<file path="src/rtl/ex_muldiv_unit_pkg.sv">
// Shared CPU definitions used by the execute-stage multiply/divide unit:
// mul/div op encodings and the iteration FSM states.
package cpu_pkg;

    typedef enum logic [2:0] {
        MD_NONE  = 3'd0,
        MD_MULT  = 3'd1,
        MD_MULTU = 3'd2,
        MD_DIV   = 3'd3,
        MD_DIVU  = 3'd4,
        MD_MTHI  = 3'd5,
        MD_MTLO  = 3'd6
    } md_op_e;

    typedef enum logic [1:0] {
        IDLE = 2'd0,
        MUL  = 2'd1,
        DIV  = 2'd2,
        FIX  = 2'd3
    } md_state_e;

    function automatic logic md_is_signed(input md_op_e op);
        return (op == MD_MULT) || (op == MD_DIV);
    endfunction

    function automatic logic md_is_div(input md_op_e op);
        return (op == MD_DIV) || (op == MD_DIVU);
    endfunction

endpackage

</file>
<file path="src/rtl/ex_muldiv_unit_if.sv">
// ID/EX-facing bundle of the multiply/divide unit: operands and control in,
// HI/LO, status and stall request out.
interface ex_muldiv_unit_if #(
    parameter int unsigned XLEN = 32
);
    logic            md_start;
    logic [2:0]      md_op;
    logic            ex_flush;
    logic [XLEN-1:0] src_a;
    logic [XLEN-1:0] src_b;
    logic            mf_req;
    logic [XLEN-1:0] hi_o;
    logic [XLEN-1:0] lo_o;
    logic            busy;
    logic            done;
    logic            stall_o;

    modport slave (
        input  md_start, md_op, ex_flush, src_a, src_b, mf_req,
        output hi_o, lo_o, busy, done, stall_o
    );

    modport master (
        output md_start, md_op, ex_flush, src_a, src_b, mf_req,
        input  hi_o, lo_o, busy, done, stall_o
    );
endinterface

</file>
<file path="src/rtl/ex_muldiv_unit_core.sv">
// Iterative shift datapath: shift-add multiply or restoring divide on unsigned
// magnitudes, one bit per step, with the iteration counter.
module muldiv_iter_core #(
    parameter int unsigned XLEN = 32
) (
    input  logic                       clk,
    input  logic                       rst,
    input  logic                       load,
    input  logic                       step,
    input  logic                       is_div,
    input  logic [XLEN-1:0]            op_a,
    input  logic [XLEN-1:0]            op_b,
    output logic [2*XLEN-1:0]          acc,
    output logic [$clog2(XLEN):0]      cnt
);
    localparam int unsigned CNT_W = $clog2(XLEN) + 1;

    logic [XLEN-1:0]   opnd_b;
    logic [XLEN:0]     mul_sum;
    logic [2*XLEN:0]   div_shift;
    logic [XLEN:0]     div_rem;
    logic [XLEN:0]     div_sub;
    logic [2*XLEN-1:0] acc_next;

    // acc = {HI-half, LO-half}: multiply adds into the top and shifts right,
    // divide shifts left and builds the quotient in the low half.
    always_comb begin
        mul_sum   = {1'b0, acc[2*XLEN-1:XLEN]} + (acc[0] ? {1'b0, opnd_b} : '0);
        div_shift = {acc, 1'b0};
        div_rem   = div_shift[2*XLEN:XLEN];
        div_sub   = div_rem - {1'b0, opnd_b};
        acc_next  = {mul_sum, acc[XLEN-1:1]};
        if (is_div) begin
            if (div_rem >= {1'b0, opnd_b}) begin
                acc_next = {div_sub[XLEN-1:0], div_shift[XLEN-1:1], 1'b1};
            end else begin
                acc_next = {div_rem[XLEN-1:0], div_shift[XLEN-1:0]};
            end
        end
    end

    always_ff @(posedge clk) begin
        if (rst) begin
            acc    <= '0;
            opnd_b <= '0;
            cnt    <= '0;
        end else if (load) begin
            acc    <= {{XLEN{1'b0}}, op_a};
            opnd_b <= op_b;
            cnt    <= '0;
        end else if (step) begin
            acc    <= acc_next;
            cnt    <= cnt + CNT_W'(1);
        end
    end

endmodule

</file>
<file path="src/rtl/ex_muldiv_unit.sv">
// Execute-stage multiply/divide unit: FSM, operand sign handling, result
// fix-up, architectural HI/LO and the pipeline stall request.
module ex_muldiv_unit
    import cpu_pkg::*;
#(
    parameter int unsigned XLEN = 32
) (
    input  logic             clk,
    input  logic             rst,
    ex_muldiv_unit_if.slave  md
);
    localparam int unsigned CNT_W = $clog2(XLEN) + 1;

    md_state_e         state_q, state_d;
    md_op_e            op;
    logic [XLEN-1:0]   hi_q, lo_q;
    logic              done_q;
    logic              neg_res_q, neg_rem_q, div_zero_q, is_div_q;
    logic [XLEN-1:0]   dividend_q;

    logic              accept, a_neg, b_neg;
    logic [XLEN-1:0]   abs_a, abs_b;
    logic              load, step, fix, mt_hi, mt_lo;
    logic [2*XLEN-1:0] acc, prod;
    logic [CNT_W-1:0]  cnt;
    logic [XLEN-1:0]   res_hi, res_lo;

    assign op = md_op_e'(md.md_op);

    always_comb begin
        accept = (state_q == IDLE) && md.md_start && !md.ex_flush && (op != MD_NONE);
        a_neg  = md_is_signed(op) && md.src_a[XLEN-1];
        b_neg  = md_is_signed(op) && md.src_b[XLEN-1];
        abs_a  = a_neg ? -md.src_a : md.src_a;
        abs_b  = b_neg ? -md.src_b : md.src_b;
    end

    always_comb begin
        state_d = state_q;
        load    = 1'b0;
        step    = 1'b0;
        fix     = 1'b0;
        mt_hi   = 1'b0;
        mt_lo   = 1'b0;
        case (state_q)
            IDLE: begin
                if (accept) begin
                    case (op)
                        MD_MULT, MD_MULTU: begin
                            state_d = MUL;
                            load    = 1'b1;
                        end
                        MD_DIV, MD_DIVU: begin
                            state_d = DIV;
                            load    = 1'b1;
                        end
                        MD_MTHI: mt_hi = 1'b1;
                        MD_MTLO: mt_lo = 1'b1;
                        default: ;
                    endcase
                end
            end
            MUL, DIV: begin
                step = 1'b1;
                if (cnt == CNT_W'(XLEN - 1)) state_d = FIX;
            end
            FIX: begin
                fix     = 1'b1;
                state_d = IDLE;
            end
            default: state_d = IDLE;
        endcase
    end

    muldiv_iter_core #(.XLEN(XLEN)) u_core (
        .clk    (clk),
        .rst    (rst),
        .load   (load),
        .step   (step),
        .is_div (state_q == DIV),
        .op_a   (abs_a),
        .op_b   (abs_b),
        .acc    (acc),
        .cnt    (cnt)
    );

    // Divide-by-zero bypasses sign correction: HI returns the raw dividend.
    always_comb begin
        prod   = neg_res_q ? -acc : acc;
        res_hi = prod[2*XLEN-1:XLEN];
        res_lo = prod[XLEN-1:0];
        if (is_div_q) begin
            if (div_zero_q) begin
                res_hi = dividend_q;
                res_lo = '1;
            end else begin
                res_hi = neg_rem_q ? -acc[2*XLEN-1:XLEN] : acc[2*XLEN-1:XLEN];
                res_lo = neg_res_q ? -acc[XLEN-1:0] : acc[XLEN-1:0];
            end
        end
    end

    always_ff @(posedge clk) begin
        if (rst) begin
            state_q    <= IDLE;
            hi_q       <= '0;
            lo_q       <= '0;
            done_q     <= 1'b0;
            neg_res_q  <= 1'b0;
            neg_rem_q  <= 1'b0;
            div_zero_q <= 1'b0;
            is_div_q   <= 1'b0;
            dividend_q <= '0;
        end else begin
            state_q <= state_d;
            done_q  <= fix;
            if (load) begin
                neg_res_q  <= a_neg ^ b_neg;
                neg_rem_q  <= a_neg;
                div_zero_q <= (md.src_b == '0);
                is_div_q   <= md_is_div(op);
                dividend_q <= md.src_a;
            end
            if (fix) begin
                hi_q <= res_hi;
                lo_q <= res_lo;
            end else begin
                if (mt_hi) hi_q <= md.src_a;
                if (mt_lo) lo_q <= md.src_a;
            end
        end
    end

    assign md.hi_o    = hi_q;
    assign md.lo_o    = lo_q;
    assign md.busy    = (state_q != IDLE);
    assign md.done    = done_q;
    assign md.stall_o = (state_q != IDLE) && ((md.md_start && !md.ex_flush) || md.mf_req);

endmodule

</file>
<file path="src/flat_wrapper.sv">
// flat-port wrapper written by rule: the top's interface ports become plain ports
module ex_muldiv_unit_flat import cpu_pkg::*;
#(
    parameter int unsigned XLEN = 32
)
  (clk, rst, md_md_start, md_md_op, md_ex_flush, md_src_a, md_src_b, md_mf_req, md_hi_o, md_lo_o, md_busy, md_done, md_stall_o);
  ex_muldiv_unit_if #(.XLEN(XLEN)) md_i ();
  input  logic clk;
  input  logic rst;
  input wire logic [$bits(md_i.md_start)-1:0] md_md_start;
  input wire logic [$bits(md_i.md_op)-1:0] md_md_op;
  input wire logic [$bits(md_i.ex_flush)-1:0] md_ex_flush;
  input wire logic [$bits(md_i.src_a)-1:0] md_src_a;
  input wire logic [$bits(md_i.src_b)-1:0] md_src_b;
  input wire logic [$bits(md_i.mf_req)-1:0] md_mf_req;
  output wire logic [$bits(md_i.hi_o)-1:0] md_hi_o;
  output wire logic [$bits(md_i.lo_o)-1:0] md_lo_o;
  output wire logic [$bits(md_i.busy)-1:0] md_busy;
  output wire logic [$bits(md_i.done)-1:0] md_done;
  output wire logic [$bits(md_i.stall_o)-1:0] md_stall_o;
  assign md_i.md_start = md_md_start;
  assign md_i.md_op = md_md_op;
  assign md_i.ex_flush = md_ex_flush;
  assign md_i.src_a = md_src_a;
  assign md_i.src_b = md_src_b;
  assign md_i.mf_req = md_mf_req;
  assign md_hi_o = md_i.hi_o;
  assign md_lo_o = md_i.lo_o;
  assign md_busy = md_i.busy;
  assign md_done = md_i.done;
  assign md_stall_o = md_i.stall_o;
  ex_muldiv_unit #(.XLEN(XLEN)) u_core (.clk(clk), .rst(rst), .md(md_i));
endmodule
</file>
<file path="config.mk">
export PLATFORM = sky130hd
export DESIGN_NAME = ex_muldiv_unit_flat
export DESIGN_NICKNAME = d
export VERILOG_FILES = /design/src/rtl/ex_muldiv_unit_pkg.sv /design/src/rtl/ex_muldiv_unit_if.sv /design/src/rtl/ex_muldiv_unit_core.sv /design/src/rtl/ex_muldiv_unit.sv /design/src/flat_wrapper.sv
export SDC_FILE = /design/constraint.sdc
export NUM_CORES = 1
export LEC_CHECK = 0
export BUFFER_PORTS_ARGS = -buffer_cell sky130_fd_sc_hd__buf_2
export CAP_MARGIN = 0
export CORE_ASPECT_RATIO = 0.8
export CORE_MARGIN = 2
export CORE_UTILIZATION = 50
export CTS_CLUSTER_DIAMETER = 100
export DETAILED_ROUTE_END_ITERATION = 8
export PLACE_DENSITY = 0.74
export RECOVER_POWER = 50
export REMOVE_ABC_BUFFERS = 1
export SYNTH_ARGS = -nofsm -noshare
export SYNTH_HDL_FRONTEND = slang
export SYNTH_SLANG_ARGS = --single-unit
</file>
<file path="constraint.sdc">
create_clock -name clk -period 8.2 [get_ports clk]
set_input_delay 0.82 -clock clk [delete_from_list [all_inputs] [get_ports clk]]
set_output_delay 0.82 -clock clk [all_outputs]
set_load 0.01 [all_outputs]
</file>
==> results.toml <==
[status]
outcome = "finished, violations left"
failed_checks = "max-capacitance violations, max-slew violations"

[clock_tree]
clock_sinks = 205
clk_path_buf_depth = 3
clk_latency_ns = 0.54
post_cts_buffers = 0
cts_made_buffers = 25
post_cts_resized = 0
h-tree-depth = 1
cts_root_buf = "clkbuf_16"
cts_tree = "yes"
clk_pin_slew_ns = 0.06
postCtsHoldBufs = 0

[layout]
fillers = 2964
drive_gt1_share_pct = 7.56
seqCellArea_mm2 = 0.00411
final_nets = 2314
area_growth_pct = 8.45
multi_input_area_mm2 = 0.0112
antenna_cells = 0

[sta]
clock_skew_ns = 0.0140
fin_crit_ns = 5.10
worst_pin_slew_ns = 3.49
maxSlewViolCount = 234
fin_setup_tns_ns = 0
rsz0062_at_grt = "no"
relSlewSlack_pct = -133
layout_setup_ws_ns = 3.10
min_period_over_period_pct = 62.1
hold_viol = 0
setup_viol = 0
clock.fmax_mhz = 196

[global_routing]
grt_pass1_vias = 14800
grt_max_degree = 90
overflow = 0
grt_use_total_pct = 29.7
grt_pass1_wl_um = 80800
antenna_found_initial = 0

[drt]
top_layer = "met4"
dr_wl_met2_um = 22300
post-route-drc-count = 0
ant_nets = 0
vias_per_cell = 6.21
met3WireLength_um = 4260
drtIter0Drc = 1676
wl_met1_um = 23700
wl_per_cell_um = 19.7
drt-total-wl_um = 51300
num_vias = 16200
dr.pass1.iters = 5

[die]
die_y_um = 165
die_w_um = 205
row_count = 58
io_pins = 139
core_mm2 = 0.0317
die_area_mm2 = 0.0339
initial_utilization_pct = 51.2

[synth]
ys_ff_latch = 205
synth-adder-area-share_pct = 5.79
synth.largest_area_cell = "dfxtp_1"
ys.flop_type = "dfxtp_1"
ys_warn_count = 0
synthTopCellsByArea = "dfxtp_1 (25%), a211oi_1 (8.3%), xor2_1 (6.0%)"
syn_area_mm2 = 0.0162
async_flop_share_pct = 0
synth.area.mux_share_pct = 4.77
synth_xor_area_share_pct = 10.6
syn_avg_cell_area_um2 = 7.52
synth-compound-area-share_pct = 27.2
synth-simple-area-share_pct = 20.5
synthDistinctLibCells = 82
synth_edf_count = 0
ys_seq_area_share_pct = 25.3
synth_top_area_share_pct = 25.3
synth_top_family_by_area = "compound AO/OA/AOI/OAI gates"
synthCells = 2159

[run]
maxCapViolations = 4

[setup_path]
crit_path_start_kind = "flop"
crit_buf_inv = 2
cp_common_cell = "clkbuf_1"
crit_arrival_ns = 5.42
max_stage_delay_ns = 2.42
crit_required_ns = 8.52
path_class = "reg -> reg"
cp_max_fo = 67
end_kind = "flop"
worstPathCellList = "ha_1, clkbuf_1, a21boi_0, clkbuf_1, a211oi_1"
crit_family = "buffers and inverters"
slowest_stage = "clkbuf_1"

[power]
p_leak_nw = 6.48
power_mw = 6.48
vdd_ir_drop_max_mv = 0.416
p_per_area_mw_per_mm2 = 368

[placement]
place_hpwl_um = 36500
dp_slack_ns = 3.86
globalplace.congestion = 0.985
port-buffer-count = 138

[min_path]
hp-class = "reg -> reg"
-- cells by family (layout without fill, tap and decap cells) --
group | count (synthesis) | in the layout
AND/OR/NAND/NOR | 696 | 696
AO/OA/AOI/OAI | 670 | 670
buffers and inverters | 240 | 263
flip-flops | 205 | 205
XOR/XNOR | 197 | 197
multiplexers | 77 | 77
adder cells (fa/ha/maj) | 74 | 74
-- cell usage in the layout, fill, tap and decap left out, types with 5 or more instances in the layout --
| cell type | Yosys | final |
|---|---|---|
| buf_2 | 11 | 69 |
| o221ai_1 | 12 | 12 |
| a21o_1 | 35 | 35 |
| o21ai_0 | 138 | 138 |
| nor3_1 | 39 | 39 |
| ha_1 | 72 | 71 |
| inv_1 | 62 | 62 |
| o41ai_1 | 10 | 10 |
| clkbuf_16 | 0 | 25 |
| dfxtp_1 | 205 | 204 |
| a21oi_1 | 155 | 155 |
| mux2i_1 | 74 | 74 |
| and2_1 | 8 | 8 |
| o211a_1 | 5 | 5 |
| nand2b_1 | 18 | 18 |
| nand4_1 | 11 | 11 |
| a311oi_1 | 10 | 10 |
| o31ai_1 | 25 | 25 |
| o211ai_1 | 18 | 18 |
| a2111oi_0 | 12 | 12 |
| nand2_1 | 220 | 220 |
| buf_4 | 0 | 16 |
| a211oi_1 | 180 | 179 |
| xnor2_1 | 85 | 85 |
| nand3_1 | 34 | 33 |
| nor2_1 | 204 | 203 |
| clkbuf_8 | 0 | 5 |
| a21boi_0 | 5 | 6 |
| xor2_1 | 112 | 112 |
| a31oi_1 | 8 | 8 |
| o21bai_1 | 10 | 10 |
| nor4_1 | 15 | 15 |
| or2_2 | 9 | 9 |
| or3_1 | 32 | 32 |
| clkinv_2 | 0 | 5 |
| nor2b_1 | 60 | 60 |
| clkbuf_1 | 143 | 75 |
| o21a_1 | 13 | 13 |
| or4_1 | 14 | 14 |
-- registers in the layout, summed over array words and instances, names as in the netlist, 2 cells and up --
register	flops
u_core.dividend_q	32
u_core.md.hi_o	32
u_core.md.lo_o	32
u_core.state_q	2
u_core.u_core.acc	64
u_core.u_core.cnt	6
u_core.u_core.opnd_b	32
-- area by class of cell --
class / instances / area share [%]
Clock inverter: 7 / 0.483
Clock buffer: 34 / 4.03
Multi-Input combinational cell: 1714 / 63.6
Timing Repair Buffer: 156 / 4.16
Tap cell: 420 / 2.98
Inverter: 66 / 1.41
Sequential cell: 205 / 23.3
-- per-layer routing --
layer  up-vias  global-route usage, %
li1       7798                      -
met1      7625                   42.3
met2       667                   46.3
met3        70                   5.08
met4         0                   7.16
met5         -                      0
-- final timing paths --
| path | cells past startpoint | startpoint | slack, ns | endpoint |
|---|---|---|---|---|
| worst max-delay path | 5 | u_core.state_q[1]$_SDFFE_PP0P_ | 3.10 | u_core.md.lo_o[15]$_SDFFE_PP0P_ |
| worst min-delay path | 2 | u_core.u_core.opnd_b[25]$_SDFFE_PP0P_ | 0.45 | u_core.u_core.opnd_b[25]$_SDFFE_PP0P_ |
| worst max register to register | 5 | u_core.state_q[1]$_SDFFE_PP0P_ | 3.10 | u_core.md.lo_o[15]$_SDFFE_PP0P_ |
| worst min register to register | 2 | u_core.u_core.opnd_b[25]$_SDFFE_PP0P_ | 0.45 | u_core.u_core.opnd_b[25]$_SDFFE_PP0P_ |
-- where the power goes --
group          switching (mW)  internal (mW)  total (mW)
Clock                   0.456          0.661        1.12
Combinational            2.41           1.48        3.88
Sequential              0.325           1.16        1.48
-- worst reg2reg max path, stage by stage, from the launching register on --
cell	delay, ns
dfxtp_1	0.38
ha_1	0.16
clkbuf_1	2.42
a21boi_0	0.35
clkbuf_1	1.33
a211oi_1	0.24
-- synth_stat cells (15+ instances only) --
cell type,n
o21ai_0,138
a21oi_1,155
or3_1,32
o31ai_1,25
nor2b_1,60
dfxtp_1,205
nand2b_1,18
a21o_1,35
xnor2_1,85
o211ai_1,18
nor2_1,204
nor4_1,15
ha_1,72
a211oi_1,180
mux2i_1,74
xor2_1,112
nor3_1,39
nand2_1,220
nand3_1,34
inv_1,62
clkbuf_1,143
-- stage by stage --
| step | instance area, µm² | utilization [%] | instances | hold WS [ns] |
|---|---|---|---|---|
| floorplan | 15500 | - | 1985 | 0.425 |
| global placement | 16900 | 53.4 | 2561 | 0.439 |
| detailed placement | 16900 | 53.4 | 2561 | 0.446 |
| CTS | 17700 | 55.9 | 2602 | 0.454 |
| global route | 17600 | 55.5 | 2602 | 0.470 |
| finish | 17600 | 55.5 | 2602 | 0.453 |
Note: power is estimated with default switching activity, not from simulation.
